File: src/rtl/line_memctrl.sv
// line_memctrl: moves one 16-byte cache line between a requester and a byte-wide RAM.
// Writes stream one byte per cycle; reads overlap the next address with the previous byte's capture.
module line_memctrl #(
    parameter int LINE_BYTES = 16
) (
    input  logic         clk,
    input  logic         rst_n,
    input  logic         rdy,
    input  logic         wr_ena,
    input  logic [31:0]  wr_addr,
    input  logic [127:0] wr_line,
    input  logic         rd_ena,
    input  logic [31:0]  rd_addr,
    output logic [127:0] rd_line,
    output logic         valid,
    input  logic [7:0]   ram_din,
    output logic [7:0]   ram_dout,
    output logic [31:0]  ram_a,
    output logic         ram_wr,
    input  logic         io_buffer_full
);
    typedef enum logic [1:0] {IDLE, WRITE, READ, RESP} state_t;

    localparam logic [4:0] LAST_BYTE = 5'(LINE_BYTES - 1);
    localparam logic [4:0] READ_DONE = 5'(LINE_BYTES);

    state_t       state_q, state_d;
    logic [4:0]   cnt_q, cnt_d;
    logic [31:0]  base_q, base_d;
    logic         pend_q, pend_d;
    logic [127:0] rd_line_q, rd_line_d;

    logic [31:0]  cur_addr;
    logic [3:0]   cap_idx;
    logic         io_block;
    logic         wr_fire;
    logic         capture;
    logic         addr_phase;

    assign cur_addr   = base_q + {28'd0, cnt_q[3:0]};
    assign io_block   = io_buffer_full && (cur_addr[17:16] == 2'b11);
    assign wr_fire    = (state_q == WRITE) && rdy && !io_block;
    // pend_q means the address of byte cnt-1 was issued last cycle with rdy high,
    // so ram_din carries that byte now, even if rdy has since dropped.
    assign capture    = (state_q == READ) && pend_q;
    assign cap_idx    = cnt_q[3:0] - 4'd1;
    assign addr_phase = (state_q == WRITE) || ((state_q == READ) && (cnt_q != READ_DONE));

    assign ram_wr   = wr_fire;
    assign ram_a    = addr_phase ? cur_addr : 32'd0;
    assign ram_dout = (state_q == WRITE) ? wr_line[{cnt_q[3:0], 3'b000} +: 8] : 8'd0;
    assign valid    = (state_q == RESP) && rdy;
    assign rd_line  = rd_line_q;

    for (genvar gi = 0; gi < LINE_BYTES; gi++) begin : g_lane
        assign rd_line_d[8*gi +: 8] = (capture && (cap_idx == 4'(gi))) ? ram_din
                                                                      : rd_line_q[8*gi +: 8];
    end

    always_comb begin
        state_d = state_q;
        cnt_d   = cnt_q;
        base_d  = base_q;
        pend_d  = 1'b0;
        case (state_q)
            IDLE: begin
                if (rdy && wr_ena) begin
                    base_d  = wr_addr & 32'hFFFF_FFF0;
                    cnt_d   = 5'd0;
                    state_d = WRITE;
                end else if (rdy && rd_ena) begin
                    base_d  = rd_addr & 32'hFFFF_FFF0;
                    cnt_d   = 5'd0;
                    state_d = READ;
                end
            end
            WRITE: begin
                if (wr_fire) begin
                    if (cnt_q == LAST_BYTE) begin
                        cnt_d   = 5'd0;
                        state_d = RESP;
                    end else begin
                        cnt_d = cnt_q + 5'd1;
                    end
                end
            end
            READ: begin
                if (rdy) begin
                    if (cnt_q == READ_DONE) begin
                        cnt_d   = 5'd0;
                        state_d = RESP;
                    end else begin
                        cnt_d  = cnt_q + 5'd1;
                        pend_d = 1'b1;
                    end
                end
            end
            RESP: begin
                if (rdy) begin
                    state_d = IDLE;
                end
            end
            default: state_d = IDLE;
        endcase
    end

    always_ff @(posedge clk) begin
        if (!rst_n) begin
            state_q   <= IDLE;
            cnt_q     <= 5'd0;
            base_q    <= 32'd0;
            pend_q    <= 1'b0;
            rd_line_q <= 128'd0;
        end else begin
            state_q   <= state_d;
            cnt_q     <= cnt_d;
            base_q    <= base_d;
            pend_q    <= pend_d;
            rd_line_q <= rd_line_d;
        end
    end
endmodule

File: config.mk
export PLATFORM = sky130hd
export DESIGN_NAME = line_memctrl
export DESIGN_NICKNAME = d
export VERILOG_FILES = /design/src/rtl/line_memctrl.sv
export SDC_FILE = /design/constraint.sdc
export NUM_CORES = 1
export LEC_CHECK = 0
export BUFFER_PORTS_ARGS = -buffer_cell sky130_fd_sc_hd__buf_2
export CAP_MARGIN = 20
export CORE_AREA = 3 3 146 148
export CTS_BUF_LIST = sky130_fd_sc_hd__clkbuf_2 sky130_fd_sc_hd__clkbuf_4 sky130_fd_sc_hd__clkbuf_8
export DETAILED_ROUTE_END_ITERATION = 7
export DIE_AREA = 0 0 149 151
export HOLD_SLACK_MARGIN = 0.05
export PLACE_DENSITY = 0.7
export SYNTH_ARGS = -nofsm -noshare
export SYNTH_HDL_FRONTEND = slang
export SYNTH_SLANG_ARGS = --single-unit
File: constraint.sdc
create_clock -name clk -period 3.1 [get_ports clk]
set_input_delay 0.155 -clock clk [delete_from_list [all_inputs] [get_ports clk]]
set_output_delay 0.155 -clock clk [all_outputs]
set_load 0.1 [all_outputs]
==> results of run 1 <==
[placed cells by master (no fill, tap or decap), types with 4 or more instances in the layout]
master         count
nand3_1           40
buf_12            41
inv_1             12
nor2_4             4
buf_2            326
dfxtp_1          163
nor2_1            37
o22ai_1            8
a21oi_1           18
dlygate4sd3_1     56
nand2_1          175
a21oi_4            8
nor2_2             5
inv_6              4
clkbuf_8          17
o21ai_0           27
mux2i_1          164
buf_4             10
nor2b_1           31
a311oi_1          28
mux4_2            18
bufinv_16          4
ha_1              13
nor3_1             4
[worst max-delay path, cell delays in order, from the launching register on]
cell     delay [ns]
dfxtp_1        0.35
inv_1          0.11
ha_1           0.40
nand2_1        0.32
a21oi_1        0.21
o21ai_0        0.10
o22ai_1        0.33
buf_12         0.22
[power breakdown]
group | internal (mW) | leakage (nW) | switching, mW
combinational | 0.910 | 3.34 | 1.51
clock | 0.916 | 0.228 | 0.850
sequential | 2.21 | 1.33 | 0.0557
[state kept, by name (all words and copies together) (netlist names)]
signal   count
cnt_q        5
state_q      2
rd_line    128
pend_q       1
base_q      28
[final timing paths]
path | to | slack (ns) | cells past startpoint | start
setup / recovery | ram_dout[0] | 0.46 | 7 | state_q[1]
hold / removal | rd_line[86] | 0.22 | 3 | rst_n
setup reg to reg | base_q[29] | 0.53 | 6 | state_q[0]
hold reg to reg | rd_line[54] | 0.46 | 2 | rd_line[54]
[logic make-up after synthesis]
family / Yosys count
AO/OA/AOI/OAI: 108
adder cells (fa/ha/maj): 13
buffers and inverters: 77
flip-flops: 164
multiplexers: 183
AND/OR/NAND/NOR: 310
[through the flow]
step                      instances  hold WS (ns)  setup WS [ns]
after floorplan                 855         0.317         -0.381
after detailed placement       1438         0.427          0.941
after global placement         1438         0.424          0.948
after CTS                      1526         0.185          0.424
after global routing           1526         0.229          0.222
final                          1526         0.224          0.463
[cell type report]
class	instances	area share (%)
inverters	13	0.419
multi-input cells	614	38.1
clock inverters	14	1.84
repair buffers	433	26.5
flip-flops and latches	164	28.2
well taps	270	2.90
clock buffers	18	2.07
[per-layer routing]
| metal | up-vias | share of wire, % | track usage (%) | wire, um |
|---|---|---|---|---|
| met5 | - | 0.040 | 0 | 11 |
| met4 | 2 | 1.4 | 5.22 | 385 |
| met3 | 36 | 7.2 | 6.52 | 1980 |
| met2 | 286 | 49 | 39.3 | 13300 |
| met1 | 3704 | 43 | 29.9 | 11700 |
| li1 | 3786 | - | - | - |
==> impl_metrics.py, run 1 <==
metrics = {
    "yosys": {
        "yosys.area_share.simple_pct": 17.3,
        "synthFlopType": "dfxtp_1",
        "syn_area_per_cell_um2": 9.38,
        "ys_async_sr_fraction_pct": 0,
        "synth_top_cells_by_count": "175 x nand2_1, 164 x dfxtp_1, 164 x mux2i_1, 49 x clkbuf_1, 40 x nand3_1",
        "synth_edf_count": 0,
        "synth_compound_area_share_pct": 10.4,
        "ys_types": 44,
        "syn_nets": 1074,
        "muxShareOfSynthArea_pct": 25.7,
        "ys_ff_latch": 164,
        "yosysTopAreaCellShare_pct": 40.9,
        "syn_area_mm2": 0.00802,
        "yosys.area.top_type": "dfxtp_1",
        "ys_warn_count": 0,
        "ys_seq_area_share_pct": 40.9,
        "synthTopCellsByArea": "dfxtp_1 41%, mux2i_1 20%, nand2_1 8.2%",
        "synth_adder_area_share_pct": 2.03,
        "synth_top_family_by_area": "multiplexers",
        "synth_xor_area_share_pct": 0,
        "netlist_instances": 855,
        "yosysMostFrequentCell": "nand2_1",
    },
    "sta": {
        "setup-violations-final": 0,
        "rsz0062_at_grt": "false",
        "finalCriticalPeriod_ns": 2.64,
        "setup_tns_ns": 0,
        "finalClockSkew_ns": 0.0126,
        "slew_viol_final": 0,
        "worst_pin_slew_ns": 0.991,
        "fin_crit_sh_pct": 85.1,
        "hold_violations": 0,
        "worst_slew_margin_rel_pct": 33.8,
        "max_freq_ghz": 0.379,
    },
    "power_and_ir_drop": {
        "p_leak_nw": 4.90,
        "power_mw": 6.45,
        "powerDensity_mw_per_mm2": 553,
        "irDropWorstVdd_v": 0.000409,
    },
    "global_routing": {
        "antenna_found_initial": 1,
        "grt_max_degree": 72,
        "grt_usage_pct": 23.3,
        "grt_pass1_wl_mm": 41.7,
        "first_global_vias": 7629,
        "gr-total-overflow": 0,
    },
    "clock_network": {
        "numCtsBuffers": 17,
        "cts_htree_levels": 4,
        "cts_buffer_depth": 2,
        "path_clk_slew_ns": 0.09,
        "cts_tree": "done",
        "cts_setup_buffers": 0,
        "numClockSinks": 164,
        "cts-root-buf": "clkbuf_8",
        "cts_resized": 0,
        "clk_latency_ns": 0.45,
        "cts_hold_buf": 56,
    },
    "place": {
        "place_area_mm2": 0.0106,
        "place_congestion": 0.924,
        "io_buffers": 367,
        "dp_hpwl_mm": 19.3,
    },
    "layout": {
        "num_antenna_cells": 0,
        "multi_input_area_mm2": 0.00444,
        "fillCellCount": 1704,
        "register_area_mm2": 0.00329,
        "final_area_mm2": 0.0117,
        "nNetsFinal": 1462,
        "fin_util_pct": 57.8,
        "syn2layout_area_growth_pct": 45.3,
        "final_layout_size_suffix_gt1_share_pct": 36.1,
    },
    "worst_setup_path": {
        "cp.arrival_ns": 2.48,
        "crit_required_ns": 2.94,
        "critPathMaxFanout": 9,
        "crit_type": "register to output port",
        "cp-end-kind": "output port",
        "cp-start-kind": "register",
    },
    "min_path": {
        "min_path_type": "input pin to register",
    },
    "detailed_routing": {
        "vias": 7814,
        "wl_per_cell_um": 17.9,
        "wl_mm": 27.4,
        "routed_via_density": 5.12,
        "drtAntennaViolNets": 0,
        "drt-pass1-iter-count": 5,
        "drt_first_iter_violations": 399,
        "drcViolationCount": 0,
    },
    "floorplan": {
        "die-width_um": 149,
        "ioPinCount": 376,
        "initial_core_util_pct": 39.8,
        "rows": 52,
        "die_y_um": 151,
        "coreArea_mm2": 0.0202,
        "floorplan.die_area_mm2": 0.0225,
    },
    "job": {
        "max_cap_viol_count": 0,
    },
    "run_status": {
        "status": "completed",
    },
}
No activity file was read; power rests on OpenSTA's default activity.
==> run 2: changes to the inputs <==
Clock period 3.1 ns to 2.6 ns, I/O delays scaled along.
==> impl_metrics.py, run 2 (synthesis gave the netlist of run 1 again) <==
metrics = {
    "run_status": {
        "status": "completed",
    },
    "sta": {
        "fin_crit_sh_pct": 95.1,
        "max_freq_ghz": 0.404,
        "hold_violations": 0,
        "rsz0062_at_grt": "false",
        "finalClockSkew_ns": 0.0220,
        "finalCriticalPeriod_ns": 2.47,
        "slew_viol_final": 0,
        "worst_pin_slew_ns": 0.881,
        "worst_slew_margin_rel_pct": 41.1,
        "setup-violations-final": 0,
    },
    "detailed_routing": {
        "wl_per_cell_um": 18.0,
        "drtAntennaViolNets": 0,
        "vias": 7969,
        "drt-pass1-iter-count": 5,
        "wl_mm": 27.7,
        "routed_via_density": 5.18,
        "drt_first_iter_violations": 441,
        "drcViolationCount": 0,
    },
    "place": {
        "io_buffers": 367,
        "place_area_mm2": 0.0110,
        "place_congestion": 0.808,
        "place_inst": 1445,
        "dp_hpwl_mm": 20.0,
    },
    "clock_network": {
        "path_clk_slew_ns": 0.10,
        "numClockSinks": 164,
        "numCtsBuffers": 17,
        "clk_latency_ns": 0.46,
        "cts-root-buf": "clkbuf_8",
        "cts_buffer_depth": 2,
        "cts_tree": "done",
        "cts_htree_levels": 4,
    },
    "job": {
        "max_cap_viol_count": 0,
    },
    "min_path": {
        "min-delay-start": "rst_n",
        "hold-path-endpoint": "rd_line[127]",
        "min_path_cells": 3,
        "min_path_type": "input pin to register",
    },
    "worst_setup_path": {
        "cp-start-kind": "register",
        "r2r_cells": 7,
        "crit_required_ns": 2.47,
        "cp_slowest_cell": "dfxtp_4",
        "cp-end-kind": "output port",
        "crit_chain": "clkinvlp_4 > ha_1 > and4bb_2 > nor2_2 > nor2_4 > clkbuf_8 > nor2b_4 > buf_12",
        "cp.arrival_ns": 2.34,
        "r2r_slack_ns": 0.28,
        "critical-path-top-delay-family": "simple AND/OR/NAND/NOR gates",
        "crit_type": "register to output port",
        "cpPeakStageDelay_ns": 0.43,
        "critPathMaxFanout": 16,
        "r2r-start": "state_q[1]",
        "crit_buf_inv": 3,
        "r2r-end": "base_q[30]",
    },
    "layout": {
        "mostFrequentLayoutCell": "buf_2",
        "final_layout_size_suffix_gt1_share_pct": 40.3,
        "final_cell_mix": "326 x buf_2, 175 x nand2_1, 164 x mux2i_1",
        "syn2layout_area_growth_pct": 50.0,
        "final_area_mm2": 0.0120,
        "fillCellCount": 1715,
        "fin_cells": 1539,
        "largest_reg_flops": 128,
        "nNetsFinal": 1473,
    },
    "global_routing": {
        "antenna_found_initial": 1,
        "gr-total-overflow": 0,
        "grt_usage_pct": 23.2,
        "first_global_vias": 7698,
        "grt_max_degree": 108,
        "grt_pass1_wl_mm": 41.4,
    },
    "power_and_ir_drop": {
        "powerDensity_mw_per_mm2": 653,
        "p_leak_nw": 5.00,
        "irDropWorstVdd_v": 0.000480,
    },
    "floorplan": {
        "die-width_um": 149,
        "die_y_um": 151,
        "coreArea_mm2": 0.0202,
        "initial_core_util_pct": 39.8,
        "ioPinCount": 376,
        "rows": 52,
        "floorplan.die_area_mm2": 0.0225,
    },
}
[run 2: cell types whose count changed in the layout (fill, tap and decap cells not counted), moves of 7 or more]
cell / previous run / this run
buf_4: 10 / 17
nor2b_1: 31 / 2
nor2b_4: 0 / 29
o22ai_1: 8 / 0
o22ai_2: 0 / 8
[run 2: how the worst max path moves through the flow]
stage	from	end	slack, ns	cells past startpoint
finish	cnt_q[0]	ram_a[8]	0.13	8
CTS	cnt_q[0]	ram_dout[3]	0.03	5
detailed placement	cnt_q[0]	rd_line[109]	0.40	6
floorplan	cnt_q[0]	ram_a[10]	-0.02	10
global placement	cnt_q[0]	ram_a[7]	0.46	8
global route	cnt_q[0]	ram_dout[0]	0.02	5
[run 2: final cells by class]
| cell class | count | area [um^2] | area share (%) |
|---|---|---|---|
| Antenna cell | 2 | 5.00 | 0.0416 |
| Clock buffer | 18 | 248 | 2.06 |
| Clock inverter | 14 | 156 | 1.30 |
| Inverter | 13 | 56.3 | 0.468 |
| Multi-Input combinational cell | 614 | 4740 | 39.4 |
| Sequential cell | 164 | 3290 | 27.3 |
| Tap cell | 270 | 338 | 2.81 |
| Timing Repair Buffer | 443 | 3190 | 26.5 |
| Timing Repair inverter | 1 | 7.51 | 0.0624 |
[run 2: worst reg2reg max path: stages (launching register included)]
cell,delay (ns)
dfxtp_1,0.36
inv_1,0.13
ha_1,0.21
and2_4,0.35
buf_4,0.29
nor2_1,0.07
a311oi_1,0.31
dlygate4sd3_1,0.59
[run 2: routing by layer]
layer / global-route usage [%] / vias to the layer above / wire length, um
met3: 6.16 / 47 / 2220
met2: 41.1 / 342 / 14100
met1: 27.0 / 3776 / 10700
li1: - / 3804 / -
met4: 8.47 / 0 / 747
met5: 0 / - / 0
[run 2: where the power goes]
group	leakage, nW	internal [mW]	total [mW]	switching, mW
Combinational	3.47	1.26	3.28	2.02
Clock	0.203	0.755	1.87	1.11
Sequential	1.33	2.63	2.72	0.0835
Total	5.00	4.65	7.86	3.21
[run 2: per-stage QoR]
stage / power [mW] / worst slack, ns / util, % / setup TNS (ns) / hold slack [ns]
after global routing: 8.18 / 0.0245 / 59.7 / 0 / 0.0991
after global placement: 5.77 / 0.464 / 54.6 / 0 / 0.401
after CTS: 7.87 / 0.0281 / 59.4 / 0 / 0.0754
final: 7.86 / 0.127 / 59.7 / 0 / 0.105
after floorplan: 4.91 / -0.0165 / - / -0.451 / 0.292
after detailed placement: 5.81 / 0.397 / 54.6 / 0 / 0.404
[run 2: what timing repair did]
item | CTS | global route
hold endpoints to repair | 28 | 0
setup buffers | 0 | 3
hold buffers | 56 | 0
resized for setup | 3 | 8
gates cloned | 0 | 1
endpoints found under the setup margin | 32 | 39
==> run 3: changes to the inputs <==
==> constraint.sdc (replaced) <==
create_clock -name clk -period 2.6 [get_ports clk]
set_input_delay 0.26 -clock clk [delete_from_list [all_inputs] [get_ports clk]]
set_output_delay 0.26 -clock clk [all_outputs]
set_load 0.1 [all_outputs]
==> impl_metrics.py, run 3 (synthesis gave the netlist of run 1 again) <==
metrics = {
    "worst_setup_path": {
        "cp-start-kind": "register",
        "crit_type": "register to output port",
        "r2r-end": "base_q[8]",
        "cp-end-kind": "output port",
        "cp_num_cells": 5,
        "cp_slowest_cell": "mux4_2",
        "crit_chain": "buf_16 > mux4_2 > mux2i_1 > o22ai_2 > buf_12",
        "cpPeakStageDelay_ns": 0.53,
        "crit_buf_inv": 2,
        "critPathMaxFanout": 28,
        "critical-path-top-delay-family": "multiplexers",
        "crit_required_ns": 2.34,
        "crit_start": "cnt_q[0]",
        "cp.arrival_ns": 2.20,
        "critPathCapture": "ram_dout[7]",
        "r2r_cells": 7,
        "r2r_slack_ns": 0.20,
        "r2r-start": "state_q[0]",
    },
    "sta": {
        "rsz0062_at_grt": "false",
        "hold_ws_ns": 0.0994,
        "worst_pin_slew_ns": 0.951,
        "setup-violations-final": 0,
        "finalCriticalPeriod_ns": 2.46,
        "fin_crit_sh_pct": 94.7,
        "worst_slew_margin_rel_pct": 36.6,
        "slew_viol_final": 0,
        "setup_tns_ns": 0,
        "max_freq_ghz": 0.406,
        "hold_violations": 0,
        "finalClockSkew_ns": 0.0156,
    },
    "floorplan": {
        "ioPinCount": 376,
        "rows": 52,
        "initial_core_util_pct": 39.8,
        "die_y_um": 151,
        "coreArea_mm2": 0.0202,
        "die-width_um": 149,
        "floorplan.die_area_mm2": 0.0225,
    },
    "global_routing": {
        "grt_usage_pct": 23.9,
        "first_global_vias": 7955,
        "grt_max_degree": 95,
        "grt_pass1_wl_mm": 42.4,
        "antenna_found_initial": 0,
        "gr-total-overflow": 0,
    },
    "detailed_routing": {
        "routed_via_density": 5.21,
        "wl_mm": 28.2,
        "drtAntennaViolNets": 0,
        "wl_per_cell_um": 18.4,
        "drcViolationCount": 0,
        "drt_first_iter_violations": 343,
        "drt-pass1-iter-count": 5,
        "vias": 7983,
    },
    "place": {
        "io_buffers": 367,
        "place_congestion": 0.826,
        "dp_hpwl_mm": 20.4,
        "place_area_mm2": 0.0110,
        "place_inst": 1447,
    },
    "clock_network": {
        "cts_htree_levels": 4,
        "path_clk_slew_ns": 0.09,
        "cts_tree": "done",
        "numClockSinks": 164,
        "clk_latency_ns": 0.47,
        "cts-root-buf": "clkbuf_8",
        "cts_buffer_depth": 2,
        "numCtsBuffers": 17,
    },
    "layout": {
        "mostFrequentLayoutCell": "buf_2",
        "syn2layout_area_growth_pct": 49.9,
        "largest_reg_flops": 128,
        "final_cell_mix": "326 x buf_2, 174 x nand2_1, 164 x mux2i_1",
        "final_layout_size_suffix_gt1_share_pct": 40.3,
        "num_antenna_cells": 0,
        "final_area_mm2": 0.0120,
        "fin_cells": 1532,
        "register_area_mm2": 0.00329,
        "fillCellCount": 1701,
        "multi_input_area_mm2": 0.00476,
        "nNetsFinal": 1468,
    },
    "power_and_ir_drop": {
        "powerDensity_mw_per_mm2": 659,
        "irDropWorstVdd_v": 0.000452,
        "p_leak_nw": 4.98,
    },
    "job": {
        "max_cap_viol_count": 0,
    },
    "min_path": {
        "min_path_cells": 3,
        "min_path_type": "input pin to register",
    },
    "run_status": {
        "status": "completed",
    },
}
==> run 3: changes by cell type in the layout (fill, tap and decap cells not counted), sizes merged, moves of 2 or more <==
cell         previous run  this run
dlygate4sd3            56        51
diode                   2         0
clkbuf                 19        17
clkinvlp                4         2
inv                    19        21
==> run 3: final cells by class <==
cell class	count	share of cell area [%]
multi-input cells	614	39.6
flip-flops and latches	164	27.3
repair buffers	439	26.4
well taps	270	2.81
clock buffers	17	1.95
clock inverters	15	1.52
inverters	13	0.406
==> run 3: power by group <==
group / internal, mW / switching [mW] / total, mW / leakage, nW
sequential: 2.63 / 0.0880 / 2.72 / 1.33
combinational: 1.28 / 2.00 / 3.28 / 3.45
clock: 0.819 / 1.11 / 1.92 / 0.204
==> run 3: worst min-delay path by stage <==
stage,slack (ns),from,endpoint
global placement,0.44,rd_line[123],rd_line[123]
CTS,0.05,wr_addr[5],base_q[5]
global route,0.08,wr_addr[5],base_q[5]
finish,0.1,wr_addr[31],base_q[31]
floorplan,0.42,rd_addr[10],base_q[10]
detailed placement,0.44,rd_line[13],rd_line[13]
==> run 3: timing repair <==
| action | in CTS | in global routing |
|---|---|---|
| buffers inserted | 1 | 0 |
| pin swaps | 1 | 0 |
| setup endpoints to repair | 37 | 33 |
| endpoints found under the hold margin | 28 | 0 |
| gates cloned | 1 | 0 |
| hold buffers | 51 | 0 |
| gates resized for setup | 2 | 4 |
==> run 3: layer usage <==
| layer | track usage (%) | share of wire (%) | vias up |
|---|---|---|---|
| met3 | 7.09 | 8.0 | 63 |
| met2 | 42.9 | 51 | 335 |
| met4 | 10.2 | 3.4 | 0 |
| met5 | 0 | 0 | - |
| met1 | 26.4 | 37 | 3800 |
| li1 | - | - | 3785 |
==> run 3: tightest hold or removal path, stage by stage <==
cell and delay [ns]:
buf_2 0.11, nand3_1 0.07, a311oi_1 0.08
==> run 3: stage by stage <==
stage / worst slack (ns) / power [mW] / utilization (%)
2_1_floorplan: -0.0169 / 4.93 / -
3_3_place_gp: 0.215 / 5.80 / 54.7
3_5_place_dp: 0.147 / 5.83 / 54.7
4_1_cts: 0.00466 / 7.97 / 59.6
5_1_grt: 0.0199 / 8.26 / 59.6
6_report: 0.137 / 7.92 / 59.6
